### config.mk
export PLATFORM = sky130hd
export DESIGN_NAME = conv_frame_driver_flat
export DESIGN_NICKNAME = d
export VERILOG_FILES = /design/src/rtl/conv_frame_driver_if.sv /design/src/rtl/conv_frame_driver.sv /design/src/flat_wrapper.sv
export SDC_FILE = /design/constraint.sdc
export NUM_CORES = 1
export LEC_CHECK = 0
export ABC_AREA = 1
export ABC_CLOCK_PERIOD_IN_PS = 6900
export CAP_MARGIN = 20
export CORE_MARGIN = 4
export CORE_UTILIZATION = 55
export DETAILED_ROUTE_END_ITERATION = 10
export GPL_TIMING_DRIVEN = 1
export HOLD_SLACK_MARGIN = 0.02
export PLACE_DENSITY = 0.79
export RECOVER_POWER = 100
export SETUP_SLACK_MARGIN = 0.4
export SYNTH_ARGS = -nofsm -noshare
export SYNTH_HDL_FRONTEND = slang
export SYNTH_SLANG_ARGS = --single-unit
### constraint.sdc
create_clock -name clk -period 6.9 [get_ports clk]
set_input_delay 0.69 -clock clk [delete_from_list [all_inputs] [get_ports clk]]
set_output_delay 0.69 -clock clk [all_outputs]
set_load 0.05 [all_outputs]
### src/rtl/conv_frame_driver_if.sv
// Host-load and conv-core stream signals seen by conv_frame_driver.
// The master modport is the driver side; the slave modport is the host/core side.
interface conv_frame_driver_if #(
  parameter int T = 20
);
  logic [T-1:0] ld_data;
  logic         ld_valid;
  logic         ld_ready;
  logic [T-1:0] x_data;
  logic         x_valid;
  logic         x_ready;
  logic [T-1:0] y_data;
  logic         y_valid;
  logic         y_ready;

  modport master (
    input  ld_data, ld_valid, x_ready, y_data, y_valid,
    output ld_ready, x_data, x_valid, y_ready
  );

  modport slave (
    output ld_data, ld_valid, x_ready, y_data, y_valid,
    input  ld_ready, x_data, x_valid, y_ready
  );
endinterface

### src/rtl/conv_frame_driver.sv
// Buffers one frame of host samples, streams it to a conv core as x, and
// captures the core's NY results into a buffer exposed on a registered read port.
module conv_frame_driver #(
  parameter  int T      = 20,
  parameter  int SIZE_X = 16,
  parameter  int SIZE_F = 4,
  localparam int NY     = SIZE_X - SIZE_F + 1,
  localparam int RA_W   = $clog2(NY)
) (
  input  logic             clk,
  input  logic             reset,
  conv_frame_driver_if.master bus,
  input  logic             start,
  input  logic             clear,
  input  logic [RA_W-1:0]  rd_addr,
  output logic [T-1:0]     rd_data,
  output logic             busy,
  output logic             done
);

  localparam int XC_W = $clog2(SIZE_X + 1);
  localparam int YC_W = $clog2(NY + 1);
  localparam int XI_W = $clog2(SIZE_X);
  localparam int YI_W = $clog2(NY);

  localparam logic [XC_W-1:0] X_FULL = XC_W'(SIZE_X);
  localparam logic [YC_W-1:0] Y_FULL = YC_W'(NY);
  localparam logic [RA_W:0]   RD_LIM = (RA_W + 1)'(NY);

  typedef enum logic [1:0] {S_LOAD, S_SEND, S_RECV, S_DONE} state_e;

  state_e            state_q, state_d;
  logic [XC_W-1:0]   ld_cnt_q, ld_cnt_d;
  logic [XC_W-1:0]   tx_cnt_q, tx_cnt_d;
  logic [YC_W-1:0]   rx_cnt_q, rx_cnt_d;
  logic [T-1:0]      rd_data_q, rd_data_d;
  logic [T-1:0]      x_buf_q [SIZE_X];
  logic [T-1:0]      x_buf_d [SIZE_X];
  logic [T-1:0]      y_buf_q [NY];
  logic [T-1:0]      y_buf_d [NY];

  logic              ld_ready, x_valid, y_ready;
  logic [T-1:0]      x_data;

  // NOTE: every signal gets a default at the top of always_comb (blocking '=');
  // a path that leaves one unassigned would infer a latch.
  always_comb begin
    state_d  = state_q;
    ld_cnt_d = ld_cnt_q;
    tx_cnt_d = tx_cnt_q;
    rx_cnt_d = rx_cnt_q;
    x_buf_d  = x_buf_q;
    y_buf_d  = y_buf_q;
    ld_ready = 1'b0;
    x_valid  = 1'b0;
    x_data   = '0;
    y_ready  = 1'b0;

    unique case (state_q)
      S_LOAD: begin
        ld_ready = (ld_cnt_q < X_FULL);
        if (bus.ld_valid && ld_ready) begin
          x_buf_d[ld_cnt_q[XI_W-1:0]] = bus.ld_data;
          ld_cnt_d = ld_cnt_q + XC_W'(1);
        end
        if (start && (ld_cnt_q == X_FULL)) begin
          state_d  = S_SEND;
          tx_cnt_d = '0;
          rx_cnt_d = '0;
        end
      end

      S_SEND, S_RECV: begin
        // Results may arrive while the frame is still being sent.
        y_ready = (rx_cnt_q < Y_FULL);
        if (bus.y_valid && y_ready) begin
          y_buf_d[rx_cnt_q[YI_W-1:0]] = bus.y_data;
          rx_cnt_d = rx_cnt_q + YC_W'(1);
        end
        if (state_q == S_SEND) begin
          x_valid = 1'b1;
          x_data  = x_buf_q[tx_cnt_q[XI_W-1:0]];
          if (bus.x_ready) tx_cnt_d = tx_cnt_q + XC_W'(1);
        end
        // Final x and final y landing together go straight to DONE.
        if ((tx_cnt_d == X_FULL) && (rx_cnt_d == Y_FULL)) state_d = S_DONE;
        else if (tx_cnt_d == X_FULL)                       state_d = S_RECV;
      end

      S_DONE: begin
        if (clear) begin
          state_d  = S_LOAD;
          ld_cnt_d = '0;
          tx_cnt_d = '0;
          rx_cnt_d = '0;
        end
      end

      default: state_d = S_LOAD;
    endcase
  end

  always_comb begin
    rd_data_d = '0;
    if ({1'b0, rd_addr} < RD_LIM) rd_data_d = y_buf_q[rd_addr];
  end

  always_ff @(posedge clk) begin
    if (reset) begin
      state_q   <= S_LOAD;
      ld_cnt_q  <= '0;
      tx_cnt_q  <= '0;
      rx_cnt_q  <= '0;
      rd_data_q <= '0;
    end else begin
      state_q   <= state_d;
      ld_cnt_q  <= ld_cnt_d;
      tx_cnt_q  <= tx_cnt_d;
      rx_cnt_q  <= rx_cnt_d;
      rd_data_q <= rd_data_d;
    end
  end

  // NOTE: the sample/result buffers are not reset; their contents only matter
  // once written, and leaving them out keeps them plain storage.
  always_ff @(posedge clk) begin
    x_buf_q <= x_buf_d;
    y_buf_q <= y_buf_d;
  end

  assign bus.ld_ready = ld_ready;
  assign bus.x_valid  = x_valid;
  assign bus.x_data   = x_data;
  assign bus.y_ready  = y_ready;
  assign rd_data      = rd_data_q;
  assign busy         = (state_q == S_SEND) || (state_q == S_RECV);
  assign done         = (state_q == S_DONE);

endmodule

### src/flat_wrapper.sv
// flat-port wrapper written by rule: the top's interface ports become plain ports
module conv_frame_driver_flat 
#(
  parameter  int T      = 20,
  parameter  int SIZE_X = 16,
  parameter  int SIZE_F = 4,
  localparam int NY     = SIZE_X - SIZE_F + 1,
  localparam int RA_W   = $clog2(NY)
)
  (clk, reset, start, clear, rd_addr, rd_data, busy, done, bus_ld_data, bus_ld_valid, bus_x_ready, bus_y_data, bus_y_valid, bus_ld_ready, bus_x_data, bus_x_valid, bus_y_ready);
  conv_frame_driver_if #(.T(T)) bus_i ();
  input  logic clk;
  input  logic reset;
  input  logic start;
  input  logic clear;
  input  logic [RA_W-1:0] rd_addr;
  output logic [T-1:0] rd_data;
  output logic busy;
  output logic done;
  input wire logic [$bits(bus_i.ld_data)-1:0] bus_ld_data;
  input wire logic [$bits(bus_i.ld_valid)-1:0] bus_ld_valid;
  input wire logic [$bits(bus_i.x_ready)-1:0] bus_x_ready;
  input wire logic [$bits(bus_i.y_data)-1:0] bus_y_data;
  input wire logic [$bits(bus_i.y_valid)-1:0] bus_y_valid;
  output wire logic [$bits(bus_i.ld_ready)-1:0] bus_ld_ready;
  output wire logic [$bits(bus_i.x_data)-1:0] bus_x_data;
  output wire logic [$bits(bus_i.x_valid)-1:0] bus_x_valid;
  output wire logic [$bits(bus_i.y_ready)-1:0] bus_y_ready;
  assign bus_i.ld_data = bus_ld_data;
  assign bus_i.ld_valid = bus_ld_valid;
  assign bus_i.x_ready = bus_x_ready;
  assign bus_i.y_data = bus_y_data;
  assign bus_i.y_valid = bus_y_valid;
  assign bus_ld_ready = bus_i.ld_ready;
  assign bus_x_data = bus_i.x_data;
  assign bus_x_valid = bus_i.x_valid;
  assign bus_y_ready = bus_i.y_ready;
  conv_frame_driver #(.T(T), .SIZE_X(SIZE_X), .SIZE_F(SIZE_F)) u_core (.clk(clk), .reset(reset), .bus(bus_i), .start(start), .clear(clear), .rd_addr(rd_addr), .rd_data(rd_data), .busy(busy), .done(done));
endmodule
==> impl_metrics.json, run 1 <==
{
  "ys_ff_latch": 616,
  "tns_ns": 0,
  "grt_max_degree": 125,
  "grt.overflow.total": 0,
  "min_period_ns": 5.54,
  "cts_htree_levels": 2,
  "p_leak_nw": 9.04,
  "dpl.hpwl_mm": 30.7,
  "io_pins": 96,
  "setup_viol": 0,
  "outcome": "complete, but fails checks",
  "min_from": "u_core.ld_cnt_q[4]$_SDFFE_PP0P_",
  "final_net_count": 2011,
  "wirelength_mm": 58.4,
  "antenna_left": 0,
  "tightest_slew_ns": 2.76,
  "synth-seq-area-share_pct": 74.6,
  "synthAdderAreaFrac_pct": 0.721,
  "synth_xor_area_share_pct": 0.0721,
  "rrSetupSlack_ns": 3.03,
  "synth_mux_area_share_pct": 0,
  "dp_slack_ns": 2.64,
  "timing.slew.headroom_pct": -84.9,
  "drc": 0,
  "syn_area_per_cell_sq_um": 13.0,
  "clk_pin_slew_worst_paths_ns": 0.06,
  "cts_buffers": 57,
  "crit_type": "flip-flop to primary output",
  "hold_depth": 2,
  "synth-simple-area-share_pct": 10.9,
  "worstHoldPathType": "flip-flop to flip-flop",
  "final.setup.worst_slack_ns": 1.36,
  "yosys_warnings": 0,
  "post_drt_wl_per_cell_um": 22.7,
  "final_layout_size_suffix_gt1_share_pct": 6.38,
  "synth_area_sq_mm": 0.0243,
  "clkSinkCount": 616,
  "die_area_sq_mm": 0.0476,
  "die_h_um": 218,
  "yosysUniqueCellTypes": 34,
  "rsz0062_at_grt": "false",
  "grtUsageTotal_pct": 24.1,
  "worstPathMaxFanout": 95,
  "vias": 15800,
  "reg2reg_depth": 6,
  "finalCritPeriodShare_pct": 80.2,
  "drt_iter0_markers": 1913,
  "antenna_found_initial": 5,
  "cp.arrival_ns": 4.85,
  "initial_core_util_pct": 56.0,
  "fill_cells": 3106,
  "routed_via_density": 6.13,
  "clock_latency_ns": 0.63,
  "finalHoldViolCount": 0,
  "rr_startpoint": "u_core.state_q[1]$_SDFFE_PP0P_",
  "hold_buffers": 0,
  "cts_buffer_depth": 3,
  "clock_skew_ns": 0.0527,
  "slew_violations": 526,
  "synthCells": 1866,
  "final-seq-area_sq_mm": 0.0181,
  "end_kind": "primary output",
  "first_global_vias": 15500,
  "first_pass_iters": 6,
  "area_growth_pct": 13.1,
  "grt_pass1_wl_mm": 88.4,
  "cts_tree": "done",
  "synth_nets": 1931,
  "rr_endpoint": "u_core.x_buf_q[119]$_DFFE_PP_",
  "multi_input_area_sq_mm": 0.00538,
  "finalPower_mw": 7.69,
  "post_cts_buffers": 0,
  "portBuffers": 95,
  "power_density_mw_per_mm2": 280,
  "vdd_drop_max_mv": 0.304,
  "post_cts_resized": 0,
  "die_w_um": 218,
  "maxCapViolCount": 24,
  "violations": "capacitance limit, slew limit",
  "rows": 76,
  "core-area_sq_mm": 0.0434,
  "synth_top_family_by_area": "simple AND/OR/NAND/NOR gates",
  "cts-root-buf": "clkbuf_16",
  "fmax_mhz": 181,
  "synth_compound_gate_area_share_pct": 10.4,
  "worstHoldEndpoint": "u_core.ld_cnt_q[4]$_SDFFE_PP0P_",
  "gp_congestion": 0.801,
  "critPathRequiredTime_ns": 6.21,
  "start_kind": "flip-flop"
}
## logic make-up after synthesis
logic type | after synthesis
simple gates | 648
flops | 616
compound gates | 427
buf+inv | 159
fa+ha+maj | 14
xor+xnor | 2
## per-layer routing
| layer | part of all wire [%] | track usage (%) | vias to the layer above |
|---|---|---|---|
| li1 | - | - | 7019 |
| met2 | 49 | 40.3 | 941 |
| met1 | 38 | 31.3 | 7709 |
| met3 | 10 | 5.60 | 131 |
| met4 | 2.8 | 8.30 | 6 |
| met5 | 0.070 | 0 | - |
## worst max-delay path by stage
| stage | slack [ns] | endpoint | depth (start not counted) | start |
|---|---|---|---|---|
| finish | 1.36 | bus_x_data[4] | 9 | u_core.tx_cnt_q[0]$_SDFFE_PP0P_ |
| global route | 1.08 | bus_x_data[0] | 9 | u_core.tx_cnt_q[0]$_SDFFE_PP0P_ |
| CTS | 1.95 | bus_x_data[19] | 6 | u_core.tx_cnt_q[0]$_SDFFE_PP0P_ |
| detailed placement | 2.64 | bus_x_data[19] | 6 | u_core.tx_cnt_q[0]$_SDFFE_PP0P_ |
| global placement | 2.74 | bus_x_data[19] | 6 | u_core.tx_cnt_q[0]$_SDFFE_PP0P_ |
| floorplan | 3.44 | u_core.y_buf_q[180]$_DFFE_PP_ | 6 | u_core.state_q[0]$_SDFFE_PP0P_ |
## cell usage after synthesis (all sizes together)
cell      n  area, sq um
a211oi   20          150
a21oi    74          385
a22oi     6         45.0
a31oi    15         93.8
buf      71          460
clkbuf   45          171
clkinv    1         3.75
dfxtp    36          721
edfxtp  580        17400
ha       14          175
inv      42          160
nand2   197          752
nand3    91          470
nand4     3         18.8
nor2    321         1230
nor3     35          175
o211ai   60          450
o21ai   186          938
o221ai   20          175
o22ai    46          288
or2       1         6.26
xor2      2         17.5
## cells in the final DEF (no fill, tap or decap), types with 2 or more instances in the layout
master	n
bufinv_16	9
dlygate4sd3_1	84
clkbuf_16	57
buf_4	12
o221ai_1	20
nand3_2	2
dfxtp_1	35
nor2_2	14
inv_1	36
clkinv_1	18
clkdlybuf4s50_1	9
nand4_1	3
nand2_2	4
a21oi_1	70
o211ai_1	60
clkinvlp_4	3
clkbuf_1	38
buf_2	2
ha_1	14
a21oi_2	4
diode_2	2
a211oi_1	20
xor2_1	2
o21ai_0	130
nor2_1	307
nand3_1	89
clkinv_16	2
a22oi_1	6
edfxtp_1	580
nand2_1	193
clkinv_2	7
o21ai_1	55
inv_2	5
o22ai_1	46
nor3_1	35
a31oi_1	14
## metrics by stage
| step | util [%] | hold slack [ns] | cells | cell area, sq um |
|---|---|---|---|---|
| 5_1_grt | 63.4 | 0.517 | 2576 | 27500 |
| 2_1_floorplan | - | 0.450 | 1866 | 24300 |
| 6_report | 63.4 | 0.486 | 2578 | 27500 |
| 4_1_cts | 63.9 | 0.486 | 2575 | 27700 |
| 3_3_place_gp | 59.5 | 0.468 | 2471 | 25800 |
| 3_5_place_dp | 59.5 | 0.477 | 2471 | 25800 |
## state kept, by name, indices dropped and copies added, names as in the netlist
| signal | flops |
|---|---|
| u_core.y_buf_q | 260 |
| u_core.rd_data | 20 |
| u_core.x_buf_q | 320 |
| u_core.rx_cnt_q | 4 |
| u_core.state_q | 2 |
| u_core.ld_cnt_q | 5 |
| u_core.tx_cnt_q | 5 |
## where the power goes
| part | internal (mW) | leakage, nW | total [mW] | switching [mW] |
|---|---|---|---|---|
| clock network | 1.85 | 0.918 | 3.19 | 1.34 |
| registers | 4.13 | 5.52 | 4.14 | 0.0127 |
| logic | 0.0955 | 2.60 | 0.356 | 0.261 |
| total | 6.08 | 9.04 | 7.69 | 1.61 |
## worst max-delay path, stage by stage, from the launching register on
cell           delay, ns
dfxtp_1             0.80
inv_4               0.95
buf_4               0.71
o21ai_0             0.18
o22ai_1             0.19
nand2_1             0.07
nand2_1             0.11
inv_1               0.05
a21oi_2             0.17
dlygate4sd3_1       0.92
## area by class of cell
type	instances	share of cell area [%]
sequential	616	66.0
multi-input combinational	1091	19.6
clock buffer	66	5.31
timing repair buffer	137	4.25
tap	585	2.66
clock inverter	38	1.64
inverter	43	0.596
antenna	2	0.0182
Note: power is estimated with default switching activity, not from simulation.
==> run 2: changes to the inputs <==
ABC_CLOCK_PERIOD_IN_PS = 5400   (was 6900)
clock period = 5.4 ns   (was 6.9 ns; I/O delays follow)
==> run 2 against run 1 <==
The flow still finishes with violations (capacitance limit, slew limit). First-iteration DRC count is 18% higher. Clock-buffer cell count rose by 6. Cell count is essentially flat. Sequential power grew 28%. Combinational power is 28% higher. Critical endpoint is now u_core.rd_data[14]$_SDFF_PP0_. Largest cell class unchanged.
==> impl_metrics.json, run 2 (synthesis results as in run 1) <==
{
  "vias": 15700,
  "hold_buffers": 0,
  "final_net_count": 2007,
  "antenna_found_initial": 6,
  "routed_via_density": 6.10,
  "clock_latency_ns": 0.61,
  "clock_skew_ns": 0.0185,
  "cts_tree": "done",
  "clk_pin_slew_worst_paths_ns": 0.07,
  "setup_viol": 0,
  "first_global_vias": 15400,
  "grt_pass1_wl_mm": 88.3,
  "timing.slew.headroom_pct": -81.5,
  "tns_ns": 0,
  "worstHoldPathType": "flip-flop to flip-flop",
  "io_pins": 96,
  "cts-root-buf": "clkbuf_16",
  "vdd_drop_max_mv": 0.295,
  "maxCapViolCount": 25,
  "layout_common_cells": "edfxtp_1, nor2_1, nand2_1",
  "critPathRequiredTime_ns": 5.87,
  "initial_core_util_pct": 56.0,
  "worstPathMaxFanout": 60,
  "dpl.hpwl_mm": 31.2,
  "slew_violations": 554,
  "rows": 76,
  "cts_buffer_depth": 3,
  "cts_htree_levels": 2,
  "critPathMaxStageDelay_ns": 1.53,
  "dpl_cell_area_sq_mm": 0.0258,
  "rr_startpoint": "u_core.rx_cnt_q[0]$_SDFFE_PP0P_",
  "fin_area_sq_mm": 0.0275,
  "wirelength_mm": 58.5,
  "die_w_um": 218,
  "grtUsageTotal_pct": 24.1,
  "finalHoldViolCount": 0,
  "grt_max_degree": 164,
  "post_drt_wl_per_cell_um": 22.7,
  "cts_buffers": 58,
  "post_cts_buffers": 0,
  "power_density_mw_per_mm2": 356,
  "final_layout_size_suffix_gt1_share_pct": 6.19,
  "post_cts_resized": 0,
  "p_leak_nw": 9.06,
  "finalCritPeriodShare_pct": 83.7,
  "final_common_cell": "edfxtp_1",
  "clkSinkCount": 616,
  "grt.overflow.total": 0,
  "min_period_ns": 4.52,
  "rsz0062_at_grt": "false",
  "start_kind": "input pin",
  "gp_congestion": 0.808,
  "crit_path_frequent_cell": "nor2_1",
  "antenna_left": 0,
  "finalNonFillerCells": 2577,
  "violations": "capacitance limit, slew limit",
  "crit_path_top_delay_cell": "nor2_1",
  "cp.arrival_ns": 4.99,
  "outcome": "complete, but fails checks",
  "drt_iter0_markers": 2261,
  "dp_cells": 2467,
  "area_growth_pct": 13.0,
  "cp_top_family": "buffers and inverters",
  "first_pass_iters": 7,
  "critPathBufInv": 3,
  "die_h_um": 218,
  "tightest_slew_ns": 2.71,
  "die_area_sq_mm": 0.0476,
  "largest_reg_flops": 320,
  "top_register": "u_core.x_buf_q",
  "portBuffers": 95,
  "crit_type": "input pin to flip-flop",
  "drc": 0,
  "min_from": "u_core.state_q[1]$_SDFFE_PP0P_",
  "startpoint": "rd_addr[1]",
  "end_kind": "flip-flop",
  "fmax_mhz": 221,
  "core-area_sq_mm": 0.0434,
  "path_cells": "dlygate4sd3_1 -> nor2_1 -> clkinv_1 -> clkbuf_2 -> o221ai_1 -> a21oi_1 -> nor3_1 -> nor2_1"
}
run 2: cell types whose count changed in the layout (fill, tap and decap cells not counted), moves of 3 or more:
cell and delta:
clkbuf_1 -6, nor2_1 +9, buf_12 +3, clkinv_1 -3, diode_2 +3, nor2_2 -9
run 2: final timing paths:
check                           depth (start not counted)  slack [ns]                              to
worst min register to register                          2        0.49  u_core.state_q[1]$_SDFFE_PP0P_
worst max register to register                          9        1.39    u_core.y_buf_q[41]$_DFFE_PP_
worst min-delay path                                    2        0.49  u_core.state_q[1]$_SDFFE_PP0P_
worst max-delay path                                    8        0.88   u_core.rd_data[14]$_SDFF_PP0_
run 2: where the power goes:
group | internal, mW | switching (mW) | total [mW]
sequential | 5.28 | 0.0166 | 5.29
combinational | 0.123 | 0.332 | 0.455
clock | 2.33 | 1.70 | 4.04
total | 7.73 | 2.05 | 9.79
run 2: worst register-to-register path: stages, from the launching register on:
cell and delay, ns:
dfxtp_1 0.35, inv_1 0.15, ha_1 0.19, inv_1 0.05, nand3_1 0.12, nand2_1 0.15, nor2_1 0.19, clkinv_1 0.24
nor3_1 1.23, clkbuf_1 0.95
run 2: metrics by stage:
| step | utilization (%) | worst slack (ns) | hold slack [ns] | total power, mW |
|---|---|---|---|---|
| floorplan | - | 1.94 | 0.450 | 5.65 |
| global placement | 59.5 | 1.80 | 0.469 | 5.85 |
| detailed placement | 59.6 | 1.76 | 0.482 | 5.87 |
| CTS | 63.9 | 1.04 | 0.491 | 9.83 |
| global route | 63.3 | 0.640 | 0.524 | 10.1 |
| finish | 63.3 | 0.882 | 0.490 | 9.79 |
run 2: layout make-up:
| cell class | count | area [sq um] |
|---|---|---|
| Sequential cell | 616 | 18100 |
| Inverter | 43 | 164 |
| Timing Repair Buffer | 132 | 1180 |
| Clock inverter | 33 | 358 |
| Clock buffer | 72 | 1520 |
| Tap cell | 585 | 732 |
| Fill cell | 3081 | 15900 |
| Multi-Input combinational cell | 1091 | 5350 |
| Antenna cell | 5 | 12.5 |
run 2: routing by layer:
layer | vias up | part of all wire (%) | wire length [um] | GRT usage, %
met4 | 4 | 3.1 | 1790 | 9.35
met5 | - | 0.046 | 27 | 0
met2 | 901 | 48 | 28300 | 39.5
li1 | 7023 | - | - | -
met3 | 148 | 10 | 5990 | 5.35
met1 | 7632 | 38 | 22400 | 31.9
